### src/rtl/occ_pkg.sv
// Shared definitions for the lot occupancy tracker: converter states, BCD constants and the
// double-dabble nibble adjust helper.
package occ_pkg;

  typedef enum logic [1:0] {
    ST_IDLE,
    ST_SHIFT,
    ST_DONE
  } dd_state_e;

  localparam int BCD_DIGITS = 3;
  localparam int BCD_W      = 4 * BCD_DIGITS;

  localparam logic [3:0] BCD_ADJ    = 4'd3;
  localparam logic [3:0] BCD_THRESH = 4'd5;

  // Adds 3 to every nibble that would overflow past 9 on the next left shift.
  function automatic logic [BCD_W-1:0] dd_adjust(input logic [BCD_W-1:0] s);
    logic [BCD_W-1:0] r;
    r = s;
    for (int i = 0; i < BCD_DIGITS; i++) begin
      if (s[4*i +: 4] >= BCD_THRESH) r[4*i +: 4] = s[4*i +: 4] + BCD_ADJ;
    end
    return r;
  endfunction

endpackage

### src/rtl/bcd_dd_engine.sv
// Multi-cycle double-dabble binary-to-BCD converter with a start/busy/done handshake.
// One conversion takes CNT_W shift cycles plus a single DONE cycle.
module bcd_dd_engine
  import occ_pkg::*;
#(
  parameter int unsigned CNT_W = 8
) (
  input  logic             clk,
  input  logic             rst,
  input  logic             start,
  input  logic [CNT_W-1:0] din,
  output logic             busy,
  output logic             done,
  output logic [BCD_W-1:0] bcd,
  output logic [CNT_W-1:0] val
);

  localparam int CW = $clog2(CNT_W) + 1;
  localparam logic [CW-1:0] LAST = CW'(CNT_W - 1);

  dd_state_e        state;
  logic [CNT_W-1:0] shreg;
  logic [BCD_W-1:0] scratch;
  logic [CW-1:0]    bit_cnt;

  assign bcd = scratch;

  always_ff @(posedge clk or posedge rst) begin
    if (rst) begin
      state   <= ST_IDLE;
      shreg   <= '0;
      scratch <= '0;
      bit_cnt <= '0;
      busy    <= 1'b0;
      done    <= 1'b0;
      val     <= '0;
    end else begin
      unique case (state)
        ST_IDLE: begin
          done <= 1'b0;
          if (start) begin
            shreg   <= din;
            val     <= din;
            scratch <= '0;
            bit_cnt <= '0;
            busy    <= 1'b1;
            state   <= ST_SHIFT;
          end
        end
        ST_SHIFT: begin
          {scratch, shreg} <= {dd_adjust(scratch), shreg} << 1;
          bit_cnt          <= bit_cnt + 1'b1;
          if (bit_cnt == LAST) begin
            done  <= 1'b1;
            state <= ST_DONE;
          end
        end
        ST_DONE: begin
          done  <= 1'b0;
          busy  <= 1'b0;
          state <= ST_IDLE;
        end
        default: state <= ST_IDLE;
      endcase
    end
  end

endmodule

### src/rtl/lot_occupancy_tracker.sv
// Saturating parking-lot occupancy counter with full/empty flags and BCD digit output.
// Define OCC_ERR_EN to add the sticky err output for overflow/underflow attempts.
module lot_occupancy_tracker
  import occ_pkg::*;
#(
  parameter int unsigned CNT_W    = 8,
  parameter int unsigned CAPACITY = 99
) (
  input  logic             clk,
  input  logic             rst,
  input  logic             enter,
  input  logic             exit,
  output logic [CNT_W-1:0] count,
  output logic [3:0]       dig0,
  output logic [3:0]       dig1,
  output logic [3:0]       dig2,
  output logic             bcd_valid,
  output logic             full,
  output logic             empty
`ifdef OCC_ERR_EN
  ,
  output logic             err
`endif
);

  logic [CNT_W-1:0] cnt_d;
  logic             inc, dec;
  logic [CNT_W-1:0] snap;
  logic             start;
  logic             dd_busy, dd_done;
  logic [BCD_W-1:0] dd_bcd;
  logic [CNT_W-1:0] dd_val;

  // full/empty track the count register, so they gate saturation without extra compares.
  assign inc = enter & ~exit & ~full;
  assign dec = exit & ~enter & ~empty;

  always_comb begin
    cnt_d = count;
    if (inc)      cnt_d = count + 1'b1;
    else if (dec) cnt_d = count - 1'b1;
  end

  always_ff @(posedge clk or posedge rst) begin
    if (rst) begin
      count <= '0;
      full  <= 1'b0;
      empty <= 1'b1;
    end else begin
      count <= cnt_d;
      full  <= (cnt_d == CNT_W'(CAPACITY));
      empty <= (cnt_d == '0);
    end
  end

  assign start = ~dd_busy & (snap != count);

  bcd_dd_engine #(
    .CNT_W(CNT_W)
  ) u_dd (
    .clk  (clk),
    .rst  (rst),
    .start(start),
    .din  (count),
    .busy (dd_busy),
    .done (dd_done),
    .bcd  (dd_bcd),
    .val  (dd_val)
  );

  // Digits are only ever loaded from a finished conversion, so they never show a torn value.
  always_ff @(posedge clk or posedge rst) begin
    if (rst) begin
      snap      <= '0;
      dig0      <= '0;
      dig1      <= '0;
      dig2      <= '0;
      bcd_valid <= 1'b1;
    end else if (start) begin
      bcd_valid <= 1'b0;
    end else if (dd_done) begin
      dig0      <= dd_bcd[3:0];
      dig1      <= dd_bcd[7:4];
      dig2      <= dd_bcd[11:8];
      snap      <= dd_val;
      bcd_valid <= (dd_val == count);
    end
  end

`ifdef OCC_ERR_EN
  always_ff @(posedge clk or posedge rst) begin
    if (rst) begin
      err <= 1'b0;
    end else if ((enter & ~exit & full) | (exit & ~enter & empty)) begin
      err <= 1'b1;
    end
  end
`endif

endmodule

### config.mk
export PLATFORM = sky130hd
export DESIGN_NAME = lot_occupancy_tracker
export DESIGN_NICKNAME = d
export VERILOG_FILES = /design/src/rtl/occ_pkg.sv /design/src/rtl/bcd_dd_engine.sv /design/src/rtl/lot_occupancy_tracker.sv
export SDC_FILE = /design/constraint.sdc
export NUM_CORES = 1
export LEC_CHECK = 0
export BUFFER_PORTS_ARGS = -buffer_cell sky130_fd_sc_hd__buf_4
export CAP_MARGIN = 10
export CELL_PAD_IN_SITES_DETAIL_PLACEMENT = 1
export CELL_PAD_IN_SITES_GLOBAL_PLACEMENT = 2
export CORE_MARGIN = 1
export CORE_UTILIZATION = 39
export CTS_CLUSTER_SIZE = 14
export DETAILED_ROUTE_END_ITERATION = 10
export PLACE_DENSITY_LB_ADDON = 0.1
export SLEW_MARGIN = 5
export SYNTH_ARGS = -nofsm -noshare
export SYNTH_HDL_FRONTEND = slang
export SYNTH_SLANG_ARGS = --single-unit
export TNS_END_PERCENT = 50
### constraint.sdc
create_clock -name clk -period 2.9 [get_ports clk]
set_input_delay 0.58 -clock clk [delete_from_list [all_inputs] [get_ports clk]]
set_output_delay 0.58 -clock clk [all_outputs]
set_load 0.05 [all_outputs]
* Word-level counts from Yosys, hierarchy flattened
Index checks and enable logic that the tools add are counted.
Storage, ports and cells: bits in registers 67, bits in latches 0, RAM bits 0, ROM bits 0, bits of input ports 4, output and inout port bits 23, word-level logic and storage cells 76, memories 0
Cells by class: add/subtract/negate cells 6, multiply operators 0, divide/modulo/power cells 0, magnitude comparators 3, equal/unequal tests 8, shift operators 0, mux-type cells 20, bitwise gates (word level) 11, reductions and logical operators 13
Operators with widths (number):
- 2-to-1 mux 8 bit | 3
- one-hot mux 12 bit (2 select lines) | 1
- one-hot mux 8 bit (2 select lines) | 1
- >= comparator 4 x 3 -> 1 bit (second input constant) | 3
- 2-to-1 mux 12 bit | 1
- 2-to-1 mux 4 bit | 3
- AND reduction 2 bit | 6
- adder 4 x 2 -> 4 bit (second input constant) | 2
- adder 8 x 1 -> 8 bit (second input constant) | 1
- equality test 8 x 7 -> 1 bit (second input constant) | 1
- equality test 8 bit | 1
- zero test 8 bit | 1
- != test 8 bit | 1
- one-hot mux 4 bit (2 select lines) | 1
- nonzero test 2 bit | 4
- subtractor 8 x 1 -> 8 bit (second input constant) | 1
- NOT 1 bit | 6
- bitwise AND 1 bit | 5
- adder 4 x 1 -> 4 bit (second input constant) | 1
- equality test 4 x 3 -> 1 bit (second input constant) | 1
- 2-to-1 mux 1 bit | 4
- 2-to-1 mux 2 bit | 2
- one-hot mux 1 bit (2 select lines) | 2
- one-hot mux 2 bit (2 select lines) | 1
- other kinds (8) | 8

* Logic depth before layout (Yosys ltp)
depth in word-level cells 6, gate-level depth with buffers 8, depth with buffers taken out 7

* Modules after synthesis
From an unflattened synthesis, not the netlist that was laid out.
Unflattened totals: cells, all modules 303, area, all modules 3467.1 um^2
Modules (own cells, without submodules):
- lot_occupancy_tracker | times used 1, cells an instance 144, area an instance 1765.4 um^2, sequential area each 778.2 um^2
- bcd_dd_engine | times used 1, cells an instance 159, area an instance 1701.6 um^2, sequential area each 900.9 um^2

* Worst setup path before layout
Ideal clock, no wire load.
path type reg-to-reg, start register count[1], end register full, library setup time 0.095 ns, arrival time 2.299 ns, data required time 2.805 ns, slack 0.506 ns, stages on the path, launching flop included 9, buffers on the path 1, clock period less this slack 2.394 ns, cell sequence dfrtp_1 buf_2 inv_1 ha_1 nor3b_1 o21ai_0 o211ai_1 or4_4 nor4b_2
Between the ends: longest elaborated chain between the ends 4, elaborated cells between the ends (all ways) 5, those cells by class add/sub (2); eq/ne (1); mux (2)
Ends and longest elaborated chain:
- from (decl) | line lot_occupancy_tracker.sv:13 | output logic [CNT_W-1:0] count,
- from (signal assigned) | line lot_occupancy_tracker.sv:50 | count <= cnt_d;
- subtractor 8 x 1 -> 8 bit | line lot_occupancy_tracker.sv:41 | else if (dec) cnt_d = count - 1'b1;
- 2-to-1 mux 8 bit | line lot_occupancy_tracker.sv:41
- 2-to-1 mux 8 bit * | line lot_occupancy_tracker.sv:40 | if (inc) cnt_d = count + 1'b1;
- equality test 8 x 7 -> 1 bit * | line lot_occupancy_tracker.sv:51 | full <= (cnt_d == CNT_W'(CAPACITY));
- to (signal assigned) | line lot_occupancy_tracker.sv:51
- to (decl) | line lot_occupancy_tracker.sv:18 | output logic full,
Mark *: on every way between the ends. The rest lies on a longest branch, timed or not. A chain may end at the register's enable or synchronous reset.

* Worst setup path in the final report
start register count[0], end register u_dd.scratch[10], in the netlist u_dd.bcd[10]
Between the ends: longest elaborated chain between the ends 4
Ends and longest elaborated chain:
- != test 8 bit | line lot_occupancy_tracker.sv:56 | assign start = ~dd_busy & (snap != count);
- bitwise AND 1 bit | line lot_occupancy_tracker.sv:56
- != test 2 bit (no source line)
- AND reduction 2 bit (no source line)
- to (signal assigned) | line bcd_dd_engine.sv:51 | {scratch, shreg} <= {dd_adjust(scratch), shreg} << 1;
- to (decl) | line bcd_dd_engine.sv:23 | logic [BCD_W-1:0] scratch;
Every way passes these cells.

==> metrics.txt <==
DR DRC count 0; final wirelength 8400 um; Max Clk Rate 419 MHz; DIE AREA 9220 um2; number of enable flip-flop cells after synthesis 0; yosys warns 0; post-route insts no fill 452; fin. max-slew vios 0; TritonCTS buffer count 9; TNS Setup 0 ns; Max-Cap Viols 0; GR Util All Layers 20.2%; initial antenna violation count 0; DPL Wire Length 5830 um; Area Overhead vs Synth 16.3%; critical path capture point type register; I/O pin total 27; Final GP Congestion 0.824; worst setup path start count[0]; Die X 96.0 um; core area 8380 um2; Post-synth top flop dfrtp_1; Worst Max-Slew Pin Slew 0.671 ns; Crit Path Max Fanout 13; share of layout cells above drive strength 1 27.1%; fillcell total 922; crit path kind register to register; R2R Path Start count[0]; R2R setup slack 0.51 ns; post_cts resized 0; nets@finish 355; status finished, final reports clean; Die Y 96.0 um; required time worst endpoint 3.16 ns; CTS H-Tree Depth 3; Final ANT Viol Nets 0; register area share after synthesis 48.7%; Via Count 2519; reg2reg path depth 6; # hold bufs at CTS 0; Met3 Wirelength 197 um; CTS tree yes; via density per instance 5.57; Overflow after GRT 0; PD cells 1320 nW/um2; drt pass-1 iters 4; most frequent cells in the layout dfrtp_1 (65), buf_4 (41), mux2_2 (28); WL met2 3960 um; placed cells 436; Synth top area share 47.2%; n_diodes 0; Netlist Area Pre-Place 3450 um2; Tmin final 2.39 ns; Syn Nets 320; setup violators final 0; Max Used Layer met4; wire length per cell 18.6 um; CTS root buf clkbuf_8; # port buffers 26; largest net degree at the start of global routing 33; Setup Skew 0.0129 ns; Rows 33; R2R Path End u_dd.bcd[10]; first-pass GRT wire length 13800 um; most common cell after layout, fill and taps aside dfrtp_1; distinct cell type count after synthesis 55; clock-pin slew on the worst setup and hold paths 0.08 ns; synthesized area per cell 11.2 um2; final hold violation count 0; worst rel slew slack 55.3%; maximum VDD drop 0.559 mV; Setup crit start kind register; DR iter-0 viols 78; HP Class input port to async pin; synth top area cells dfrtp_1 (47%), mux2_2 (9.1%), xor2_1 (4.1%), ha_1 (3.3%), a22o_1 (2.3%); CTS sink count 67; Clock Latency Late Sink 0.33 ns; Cell Chain, Critical Path buf_4, xor2_1, nor4_1, a41o_1, a21o_1, a22o_1; RSZ-0062 raised after global routing no; initial core utilization 41.1%; Leak 1.85 nW; CP arrival 2.65 ns; crit share post-route 82.3%; met1 WL 4190 um; slowest cell on the critical path a41o_1; crit path capture u_dd.bcd[10]; Yosys reg bits 67; Max clock buf depth 2; leading area contributor after synthesis dfrtp_1; delay of the slowest critical-path stage 0.57 ns; Mapped Cells 307; postcts setup bufs 0; vias in the first global route 2596; asr flop ratio synth 100%
==> cell families (layout without fill, tap and decap cells) <==
logic type | after synthesis | after routing | synth area share (%)
buf+inv | 34 | 74 | 4.36
compound gates | 69 | 69 | 14.5
xor+xnor | 25 | 25 | 6.35
fa+ha+maj | 9 | 9 | 3.27
mux | 28 | 28 | 9.15
simple gates | 75 | 75 | 13.7
flops | 67 | 67 | 48.7
==> per-stage QoR <==
step	worst slack, ns	power (mW)	util (%)	area (um2)	hold WS, ns
2_1_floorplan	0.506	3.73	-	3450	0.450
3_3_place_gp	0.483	4.49	45.5	3820	0.483
3_5_place_dp	0.507	4.56	45.5	3820	0.491
4_1_cts	0.490	5.37	47.8	4010	0.197
5_1_grt	0.380	5.69	47.8	4010	0.209
6_report	0.512	5.30	47.8	4010	0.210
==> cell type report <==
type / instances / area [um2] / area share [%]
sequential: 67 / 1680 / 41.9
clock inverter: 5 / 52.6 / 1.31
multi-input combinational: 206 / 1620 / 40.3
timing repair buffer: 42 / 328 / 8.17
inverter: 16 / 60.1 / 1.50
tap: 105 / 131 / 3.28
clock buffer: 11 / 141 / 3.53
==> Yosys cell counts, drive strengths merged, types with 2 or more instances <==
cell     count
nand2       11
o211ai       2
xnor2        9
nand4        3
nor4b        2
a21oi       12
nor4         5
nand2b      12
inv         16
o31a         7
dfrtp       65
buf         12
mux2        28
nand3        5
clkbuf       6
o2bb2ai      3
dfstp        2
ha           9
nor2b        2
a21o         4
o22ai        4
o22a         7
nor2        13
nor3b        3
o21ai       10
nor3         6
a22o         9
a21boi       2
xor2        16
and3         4
==> worst max-delay path: cells and delay by family, from the launching register on <==
family                    cells  cell delay [ns]
DFF                           1             0.38
buffers and inverters         1             0.19
xor gates and xnor gates      1             0.17
and+or+nand+nor               1             0.27
AOI/OAI and AO/OA             3             1.30
==> worst min path at each step <==
stage,startpoint,endpoint,slack (ns),cells past startpoint
6_report,rst,snap[7],0.21,2
5_1_grt,rst,snap[7],0.21,2
2_1_floorplan,u_dd.shreg[7],u_dd.bcd[0],0.45,2
4_1_cts,rst,snap[5],0.20,2
3_3_place_gp,u_dd.shreg[5],u_dd.shreg[5],0.48,1
3_5_place_dp,u_dd.shreg[4],u_dd.shreg[4],0.49,1
==> metal layers <==
metal	track usage (%)	vias up
li1	-	1183
met1	28.7	1300
met2	31.5	32
met3	3.24	4
met4	6.34	0
met5	0	-
==> state kept, by name (all words and copies together), names as in the netlist <==
name          count
u_dd.busy         1
full              1
u_dd.shreg        8
u_dd.state        2
dig1              4
bcd_valid         1
empty             1
count             8
u_dd.done         1
u_dd.bit_cnt      4
snap              8
dig2              4
u_dd.bcd         12
u_dd.val          8
dig0              4
==> power breakdown <==
group | internal, mW | switching, mW
logic | 1.15 | 1.66
registers | 1.36 | 0.344
clock network | 0.417 | 0.365
Power figures use the tool's default switching activity.
